==> src/rtl/axi_cmd_arbiter.sv <==
// Round-robin arbiter that shares the single axi_master command port among NUM_REQ requesters.
// Exactly one transaction is outstanding; ownership is held until the B or R channel completes.
`ifndef AXI_ADDR_W
`define AXI_ADDR_W 32
`endif
`ifndef AXI_ID_W
`define AXI_ID_W 4
`endif
`ifndef AXI_LEN_W
`define AXI_LEN_W 8
`endif
`ifndef AXI_SIZE_W
`define AXI_SIZE_W 3
`endif
`ifndef AXI_BURST_W
`define AXI_BURST_W 2
`endif
`ifndef AXI_DATA_W
`define AXI_DATA_W 32
`endif
`ifndef AXI_RESP_W
`define AXI_RESP_W 2
`endif

module axi_cmd_arbiter #(
    parameter int NUM_REQ = 4
) (
    input  logic                                  aclk,
    input  logic                                  areset,
    input  logic [NUM_REQ-1:0]                    req_valid,
    input  logic [NUM_REQ-1:0]                    req_write,
    input  logic [NUM_REQ*`AXI_ADDR_W-1:0]        req_addr,
    input  logic [NUM_REQ*`AXI_ID_W-1:0]          req_id,
    input  logic [NUM_REQ*`AXI_LEN_W-1:0]         req_len,
    input  logic [NUM_REQ*`AXI_SIZE_W-1:0]        req_size,
    input  logic [NUM_REQ*`AXI_BURST_W-1:0]       req_burst,
    input  logic [NUM_REQ*`AXI_DATA_W-1:0]        req_wdata,
    input  logic [NUM_REQ*(`AXI_DATA_W/8)-1:0]    req_wstrb,
    output logic [NUM_REQ-1:0]                    req_ack,
    output logic [NUM_REQ-1:0]                    req_done,
    output logic [`AXI_RESP_W-1:0]                req_resp,
    output logic [NUM_REQ-1:0]                    req_rvalid,
    output logic [`AXI_DATA_W-1:0]                req_rdata,
    output logic [NUM_REQ-1:0]                    grant,
    output logic                                  transfer,
    output logic                                  write_en,
    output logic                                  read_en,
    output logic [`AXI_ADDR_W-1:0]                write_addr,
    output logic [`AXI_ID_W-1:0]                  write_id,
    output logic [`AXI_LEN_W-1:0]                 write_len,
    output logic [`AXI_SIZE_W-1:0]                write_size,
    output logic [`AXI_BURST_W-1:0]               write_burst,
    output logic [`AXI_ADDR_W-1:0]                read_addr,
    output logic [`AXI_ID_W-1:0]                  read_id,
    output logic [`AXI_LEN_W-1:0]                 read_len,
    output logic [`AXI_SIZE_W-1:0]                read_size,
    output logic [`AXI_BURST_W-1:0]               read_burst,
    output logic [`AXI_DATA_W-1:0]                write_data,
    output logic [`AXI_DATA_W/8-1:0]              write_strb,
    input  logic                                  bvalid,
    input  logic                                  bready,
    input  logic [`AXI_RESP_W-1:0]                bresp,
    input  logic                                  rvalid,
    input  logic                                  rready,
    input  logic                                  rlast,
    input  logic [`AXI_RESP_W-1:0]                rresp,
    input  logic                                  read_data_out_valid,
    input  logic [`AXI_DATA_W-1:0]                read_data_out
);
    localparam int AW    = `AXI_ADDR_W;
    localparam int IW    = `AXI_ID_W;
    localparam int LW    = `AXI_LEN_W;
    localparam int ZW    = `AXI_SIZE_W;
    localparam int BW    = `AXI_BURST_W;
    localparam int DW    = `AXI_DATA_W;
    localparam int SW    = `AXI_DATA_W / 8;
    localparam int PTR_W = $clog2(NUM_REQ);

    typedef enum logic [1:0] {IDLE, ISSUE, BUSY, DONE} state_t;

    state_t             state, state_nxt;
    logic [PTR_W-1:0]   rr_ptr, owner, win_c;
    logic               win_found, win_wr, owner_wr, complete;
    logic [`AXI_RESP_W-1:0] resp_q;

    function automatic logic [PTR_W-1:0] rr_idx(input logic [PTR_W-1:0] base, input int k);
        return PTR_W'((int'(base) + k) % NUM_REQ);
    endfunction

    // Search starts just past the previous owner, so it has the lowest priority next round.
    always_comb begin
        win_found = 1'b0;
        win_c     = '0;
        for (int k = 1; k <= NUM_REQ; k++) begin
            if (!win_found && req_valid[rr_idx(rr_ptr, k)]) begin
                win_found = 1'b1;
                win_c     = rr_idx(rr_ptr, k);
            end
        end
    end

    assign win_wr   = req_write[win_c];
    // A nonzero rresp ends the read early because axi_master abandons the burst on it.
    assign complete = owner_wr ? (bvalid && bready)
                               : (rvalid && rready && (rlast || rresp != '0));

    always_ff @(posedge aclk) begin
        if (areset) state <= IDLE;
        else        state <= state_nxt;
    end

    always_comb begin
        state_nxt = state;
        case (state)
            IDLE:    if (win_found) state_nxt = ISSUE;
            ISSUE:   state_nxt = BUSY;
            BUSY:    if (complete) state_nxt = DONE;
            DONE:    state_nxt = IDLE;
            default: state_nxt = IDLE;
        endcase
    end

    always_ff @(posedge aclk) begin
        if (areset) begin
            grant       <= '0;
            rr_ptr      <= PTR_W'(NUM_REQ - 1);
            owner       <= '0;
            owner_wr    <= 1'b0;
            resp_q      <= '0;
            write_addr  <= '0;
            write_id    <= '0;
            write_len   <= '0;
            write_size  <= '0;
            write_burst <= '0;
            read_addr   <= '0;
            read_id     <= '0;
            read_len    <= '0;
            read_size   <= '0;
            read_burst  <= '0;
        end else begin
            case (state)
                IDLE: if (win_found) begin
                    grant       <= NUM_REQ'(1) << win_c;
                    owner       <= win_c;
                    owner_wr    <= win_wr;
                    write_addr  <= win_wr ? req_addr[win_c*AW +: AW]   : '0;
                    write_id    <= win_wr ? req_id[win_c*IW +: IW]     : '0;
                    write_len   <= win_wr ? req_len[win_c*LW +: LW]    : '0;
                    write_size  <= win_wr ? req_size[win_c*ZW +: ZW]   : '0;
                    write_burst <= win_wr ? req_burst[win_c*BW +: BW]  : '0;
                    read_addr   <= win_wr ? '0 : req_addr[win_c*AW +: AW];
                    read_id     <= win_wr ? '0 : req_id[win_c*IW +: IW];
                    read_len    <= win_wr ? '0 : req_len[win_c*LW +: LW];
                    read_size   <= win_wr ? '0 : req_size[win_c*ZW +: ZW];
                    read_burst  <= win_wr ? '0 : req_burst[win_c*BW +: BW];
                end
                BUSY: if (complete) resp_q <= owner_wr ? bresp : rresp;
                DONE: begin
                    grant  <= '0;
                    rr_ptr <= owner;
                end
                default: ;
            endcase
        end
    end

    assign transfer   = (state == ISSUE);
    assign write_en   = transfer && owner_wr;
    assign read_en    = transfer && !owner_wr;
    assign req_ack    = transfer ? grant : '0;
    assign req_done   = (state == DONE) ? grant : '0;
    assign req_resp   = (state == DONE) ? resp_q : '0;
    assign req_rvalid = grant & {NUM_REQ{read_data_out_valid}};
    assign req_rdata  = read_data_out;

    always_comb begin
        write_data = '0;
        write_strb = '0;
        for (int i = 0; i < NUM_REQ; i++) begin
            if (grant[i]) begin
                write_data = req_wdata[i*DW +: DW];
                write_strb = req_wstrb[i*SW +: SW];
            end
        end
    end

endmodule

==> config.mk <==
export PLATFORM = sky130hd
export DESIGN_NAME = axi_cmd_arbiter
export DESIGN_NICKNAME = d
export VERILOG_FILES = /design/src/rtl/axi_cmd_arbiter.sv
export SDC_FILE = /design/constraint.sdc
export NUM_CORES = 1
export LEC_CHECK = 0
export BUFFER_PORTS_ARGS = -buffer_cell sky130_fd_sc_hd__buf_2
export CAP_MARGIN = 25
export CORE_AREA = 5 5 221 223
export DETAILED_ROUTE_END_ITERATION = 10
export DIE_AREA = 0 0 226 228
export MAX_ROUTING_LAYER = met4
export PLACE_DENSITY = 0.49
export SYNTH_ARGS = -nofsm -noshare
export SYNTH_HDL_FRONTEND = slang
export SYNTH_SLANG_ARGS = --single-unit
==> constraint.sdc <==
create_clock -name aclk -period 3.8 [get_ports aclk]
set_clock_uncertainty 0.1 [all_clocks]
set_input_delay 0.38 -clock aclk [delete_from_list [all_inputs] [get_ports aclk]]
set_output_delay 0.38 -clock aclk [all_outputs]
set_load 0.05 [all_outputs]
# ---- Yosys cells after proc, flatten, opt, wreduce, memory -nomap -nowiden
# Cells that the tools add are included.
dict set report classes {
  mul 1
  n_bitwise 1
  n_shift 6
  n_mux 46
  eq_ne 5
  n_lt_le_gt_ge 5
  reduce_logical 20
  add_sub_neg 4
}
# operator count
set op_table {}
lappend op_table {{32-bit two-way mux} 6}
lappend op_table {{128-bit by 8-bit indexed part select with 32-bit output} 1}
lappend op_table {{4-bit two-way mux} 9}
lappend op_table {{32-bit by 6-bit indexed part select with 8-bit output} 1}
lappend op_table {{2-bit two-way mux} 10}
lappend op_table {{8-bit two-way mux} 2}
lappend op_table {{16-bit by 5-bit indexed part select with 4-bit output} 1}
lappend op_table {{2-bit by 3-bit < comparator with 1-bit output, second input constant} 5}
lappend op_table {{12-bit by 5-bit indexed part select with 3-bit output} 1}
lappend op_table {{1-bit binary-select mux with 2-bit select} 5}
lappend op_table {{1-bit two-way mux} 10}
lappend op_table {{1-bit logical AND} 8}
lappend op_table {{2-bit case mux with 4 select lines} 1}
lappend op_table {{4-bit case mux with 2 select lines} 1}
lappend op_table {{2-bit AND reduction} 4}
lappend op_table {{8-bit by 4-bit indexed part select with 2-bit output} 1}
lappend op_table {{3-bit two-way mux} 2}
lappend op_table {{2-bit by 1-bit adder with 2-bit output, second input constant} 2}
lappend op_table {{2-bit adder, second input constant} 2}
lappend op_table {{4-bit AND} 1}
lappend op_table {{2-bit equality test, second input constant} 2}
lappend op_table {{1-bit logical NOT} 4}
lappend op_table {{2-bit by 2-bit multiplier with 4-bit output, second input constant} 1}
lappend op_table {{2-bit inequality test, second input constant} 2}
lappend op_table {{other kinds (5)} 6}
dict set report totals {
  output_inout_bits 187
  word_cells 104
  inputBits 392
  register_bits 111
}

# ---- Logic depth before layout (Yosys ltp)
dict set report depth {
  depth_word 16
  mapped_depth 11
  depth_no_buf 7
}

# ---- Worst setup path before layout
# Ideal clock, no wire load.
dict set report synth_timing {
  path_kind {register -> output}
  start {reg grant[0]}
  end {out write_data[21]}
  stages_incl_launch_ff 8
  t_arrival_ns 2.735
  path_slack_ns 0.585
  path_buffers 2
  path_cell_list {dfxtp_1 -> nor2b_1 -> clkbuf_1 -> buf_1 -> a22oi_1 -> nor2_1 -> a21oi_1 -> o21ai_0}
}
dict set report synth_via {
  elab_chain_cells 4
}
# item line
set synth_rtl {}
lappend synth_rtl {{start: declaration} 44} ;# output logic [NUM_REQ-1:0] grant,
lappend synth_rtl {{start signal: assignment} 143} ;# grant <= NUM_REQ'(1) << win_c;
lappend synth_rtl {{32-bit two-way mux (4 in series)} 180} ;# if (grant[i]) begin
lappend synth_rtl {{end: declaration} 58} ;# output logic [`AXI_DATA_W-1:0] write_data,
# No other way between the ends.

# ---- Final worst setup path
dict set report layout_timing {
  start {reg rr_ptr[0]}
  end {reg read_addr[25]}
}
dict set report layout_via {
  elab_chain_cells 16
  word_cells_on_any_way 31
}
# item line
set layout_rtl {}
lappend layout_rtl {{start: declaration} 82} ;# logic [PTR_W-1:0] rr_ptr, owner, win_c;
lappend layout_rtl {{start signal: assignment} 126} ;# rr_ptr <= PTR_W'(NUM_REQ - 1);
lappend layout_rtl {{start signal: assignment} 160} ;# rr_ptr <= owner;
lappend layout_rtl {{branches (longest 16 deep; another with 2-bit by 1-bit adder with 2-bit output)} n/a}
lappend layout_rtl {{end signal: assignment} 151} ;# read_addr <= win_wr ? '0 : req_addr[win_c*AW +: AW];
lappend layout_rtl {{end: declaration} 53} ;# output logic [`AXI_ADDR_W-1:0] read_addr,
# Parallel ways; which one is timed is not known. The select of a mux whose other input is x is not followed.
# A chain may end at the register's enable or synchronous reset.

==> run_results.csv <==
group,metric,value,unit
worst_setup_path,reg2regPathDepth,7,
power_and_ir_drop,leakage,4.95,nW
status,outcome,"complete, no violations",
clocking,holdBufCountCts,0,
drt,wl,40000,um
yosys,ys_warn_count,0,
yosys,synth_fa_ha_area_frac,0.00846,
drt,vias_per_cell,4.61,
yosys,synth-compound-area-share,0.363,
global_routing,grt.busiest_layer,"met2",
cells_and_area,nFillCells,5193,
sta,finalSetupViolations,0,
flow_run,maxCapViolations,0,
global_routing,grt_pass1_wl,57200,um
hold_path,min_delay_path_depth,3,
clocking,cts_max_level,3,
yosys,netlist_instances,927,
worst_setup_path,startpoint_type,"flip-flop",
floorplanning,core_area,46400,um^2
clocking,cts_buffers,9,
worst_setup_path,worstReg2RegEnd,"read_addr[25]",
global_routing,antenna_found_initial,4,
sta,period_needed,3.03,ns
yosys,synth_top_area_frac,0.301,
yosys,synth-seq-cells,111,
drt,drc_errors,0,
yosys,syn_area,7390,um^2
worst_setup_path,r2r_setup_slack,0.77,ns
worst_setup_path,crit_path_max_incr_delay,0.51,ns
drt,antenna_left,0,
worst_setup_path,endpoint_kind,"flip-flop",
worst_setup_path,cp_top_family,"compound AO/OA/AOI/OAI gates",
worst_setup_path,critPathKind,"flip-flop to flip-flop",
drt,wl_per_cell,20.5,um
worst_setup_path,critPathArrivalTime,3.18,ns
drt,drtIter0Drc,518,
cells_and_area,final_common_cell,"buf_2",
power_and_ir_drop,finalPower,0.00677,W
placement,place.gp.congestion,0.940,
sta,fmax,330,MHz
placement,dp_hpwl,32100,um
yosys,yosys.area_share.simple,0.204,
yosys,ys_seq_area_frac,0.301,
sta,hold_violations,0,
clocking,cts_buffer_depth,2,
global_routing,grt_pass1_vias,8985,
yosys,yosysUniqueCellTypes,43,
cells_and_area,drive_gt1_frac,0.453,
sta,fin_crit_sh,0.799,
worst_setup_path,path_common_cell,"buf_4",
hold_path,hold_path.class,"input pin to flip-flop",
global_routing,globalRouteMet1Util,0.168,
clocking,cts_tree,"built",
hold_path,hp-start,"req_addr[2]",
cells_and_area,area_delta_synth_final,42.4,%
floorplanning,die_area,51500,um^2
clocking,clk_latency,0.39,ns
placement,place_area,10200,um^2
floorplanning,dieWidth,226,um
yosys,avgSynthCellArea,7.97,um^2
clocking,cts_resized,0,
global_routing,use_met2,0.259,
placement,io_buffers,514,
yosys,synth.largest_area_cell,"dfxtp_1",
clocking,postCtsSetupBuffers,0,
hold_path,hold_end,"write_addr[2]",
clocking,clkTransAtPathRegs,0.10,ns
drt,num_vias,8982,
global_routing,grt_usage,0.149,
clocking,cts-root-buf,"clkbuf_16",
worst_setup_path,rr_startpoint,"rr_ptr[0]",
global_routing,grt_overflow,0,
sta,worst_pin_slew,0.824,ns
sta,rsz0062_at_grt,"false",
worst_setup_path,crit_fanout,33,
yosys,synth_xor_area_frac,0,
power_and_ir_drop,p_per_area,644,nW/um^2
cells_and_area,final_cell_area,10500,um^2
power_and_ir_drop,ir_drop,0.000405,V
yosys,syn_nets,1324,
floorplanning,fp-row-count,79,
floorplanning,io_pins,579,
worst_setup_path,path_buf_inv,2,
cells_and_area,nets,1733,
yosys,synth_top_family_by_area,"compound AO/OA/AOI/OAI gates",
sta,setup_tns,0,ns
global_routing,gr-usage-met3,0.0322,
cells_and_area,layout_common_cells,"buf_2, nand2_1, dfxtp_1",
yosys,yosys-mux-area-fraction,0.00948,
global_routing,grt_start_max_net_pins,68,
drt,drtPass1Iterations,5,
clocking,clock_sinks,111,
sta,relSlewSlack,0.451,
worst_setup_path,crit_chain,"nand2b_1, o21ai_0, a221oi_1, buf_4, nand2b_2, buf_4, o221ai_1",
sta,slew_violations,0,
yosys,yosys-top-cells-area,"dfxtp_1, o221ai_1, and3_1",
floorplanning,start_util,0.159,
floorplanning,die_y,228,um
worst_setup_path,required,3.95,ns
worst_setup_path,slowest_stage,"a221oi_1",
[metal layers]
metal | share of wire | routed length (um)
met5 | 0 | 0
met4 | 0.031 | 1250
met3 | 0.075 | 2990
met2 | 0.50 | 20000
met1 | 0.39 | 15800
[report_power, final]
| part | switching (W) | leakage (nW) | internal, W |
|---|---|---|---|
| logic | 0.00305 | 3.90 | 0.00107 |
| clock network | 0.000557 | 0.146 | 0.000466 |
| registers | 0.000200 | 0.908 | 0.00144 |
[worst max path at each step]
stage | from | end | slack (ns) | cells past startpoint
2_1_floorplan | grant[0] | write_data[21] | 0.59 | 7
5_1_grt | rr_ptr[0] | read_addr[31] | 0.39 | 7
3_3_place_gp | req_valid[3] | read_addr[7] | 0.72 | 8
4_1_cts | rr_ptr[0] | read_addr[27] | 0.59 | 7
3_5_place_dp | req_valid[3] | read_addr[27] | 0.62 | 8
6_report | rr_ptr[0] | read_addr[25] | 0.77 | 7
[state kept, by name, indices dropped and copies added, names as in the netlist, 3 cells and up]
register,cells
read_addr,32
read_size,3
read_len,8
write_size,3
write_len,8
write_addr,32
write_id,4
read_id,4
grant,4
[cells in the mapped netlist (all sizes together)]
| cell | n |
|---|---|
| nand2b | 7 |
| or2 | 2 |
| ha | 5 |
| and3 | 99 |
| a221oi | 3 |
| o21bai | 1 |
| dfxtp | 111 |
| a221o | 1 |
| nor2b | 2 |
| and2 | 16 |
| a32o | 1 |
| o311ai | 1 |
| a31oi | 98 |
| nor3b | 1 |
| mux2i | 7 |
| nor3 | 1 |
| clkbuf | 76 |
| o22ai | 2 |
| nand3 | 1 |
| o2111ai | 2 |
| a311oi | 2 |
| o21a | 1 |
| a21oi | 50 |
| inv | 6 |
| nand4b | 2 |
| o221ai | 98 |
| o21ai | 42 |
| nor2 | 45 |
| o41a | 1 |
| buf | 66 |
| o211ai | 1 |
| a211oi | 1 |
| nand2 | 138 |
| a22oi | 36 |
| a21o | 1 |
[area by class of cell]
class                   instances  area [um^2]  area share
diodes                          1         2.50    0.000238
clock buffers                   9          225      0.0214
clock inverters                 7         72.6     0.00689
inverters                       6         22.5     0.00214
multi-input cells             668         4380       0.416
flip-flops and latches        111         2230       0.211
well taps                     607          759      0.0722
repair buffers                540         2840       0.270
[worst min-delay path: cells and delay by family]
kind	cells	cell delay, ns
compound gates	2	0.22
buf+inv	1	0.08
[cell families (layout without fill, tap and decap cells)]
logic type      count (synthesis)  in the layout
other cells                     0              1
buf+inv                       148            562
simple gates                  314            314
compound gates                342            342
fa+ha+maj                       5              5
mux                             7              7
flops                         111            111
[per-stage QoR]
step                      std cells  setup WS, ns  hold slack [ns]  utilization
final                          1949         0.765            0.222        0.227
after floorplan                 927         0.585            0.338            -
after detailed placement       1932         0.619            0.346        0.221
after CTS                      1948         0.589            0.189        0.227
after global placement         1932         0.717            0.340        0.221
after global routing           1949         0.394            0.223        0.227
Power figures use the tool's default switching activity.
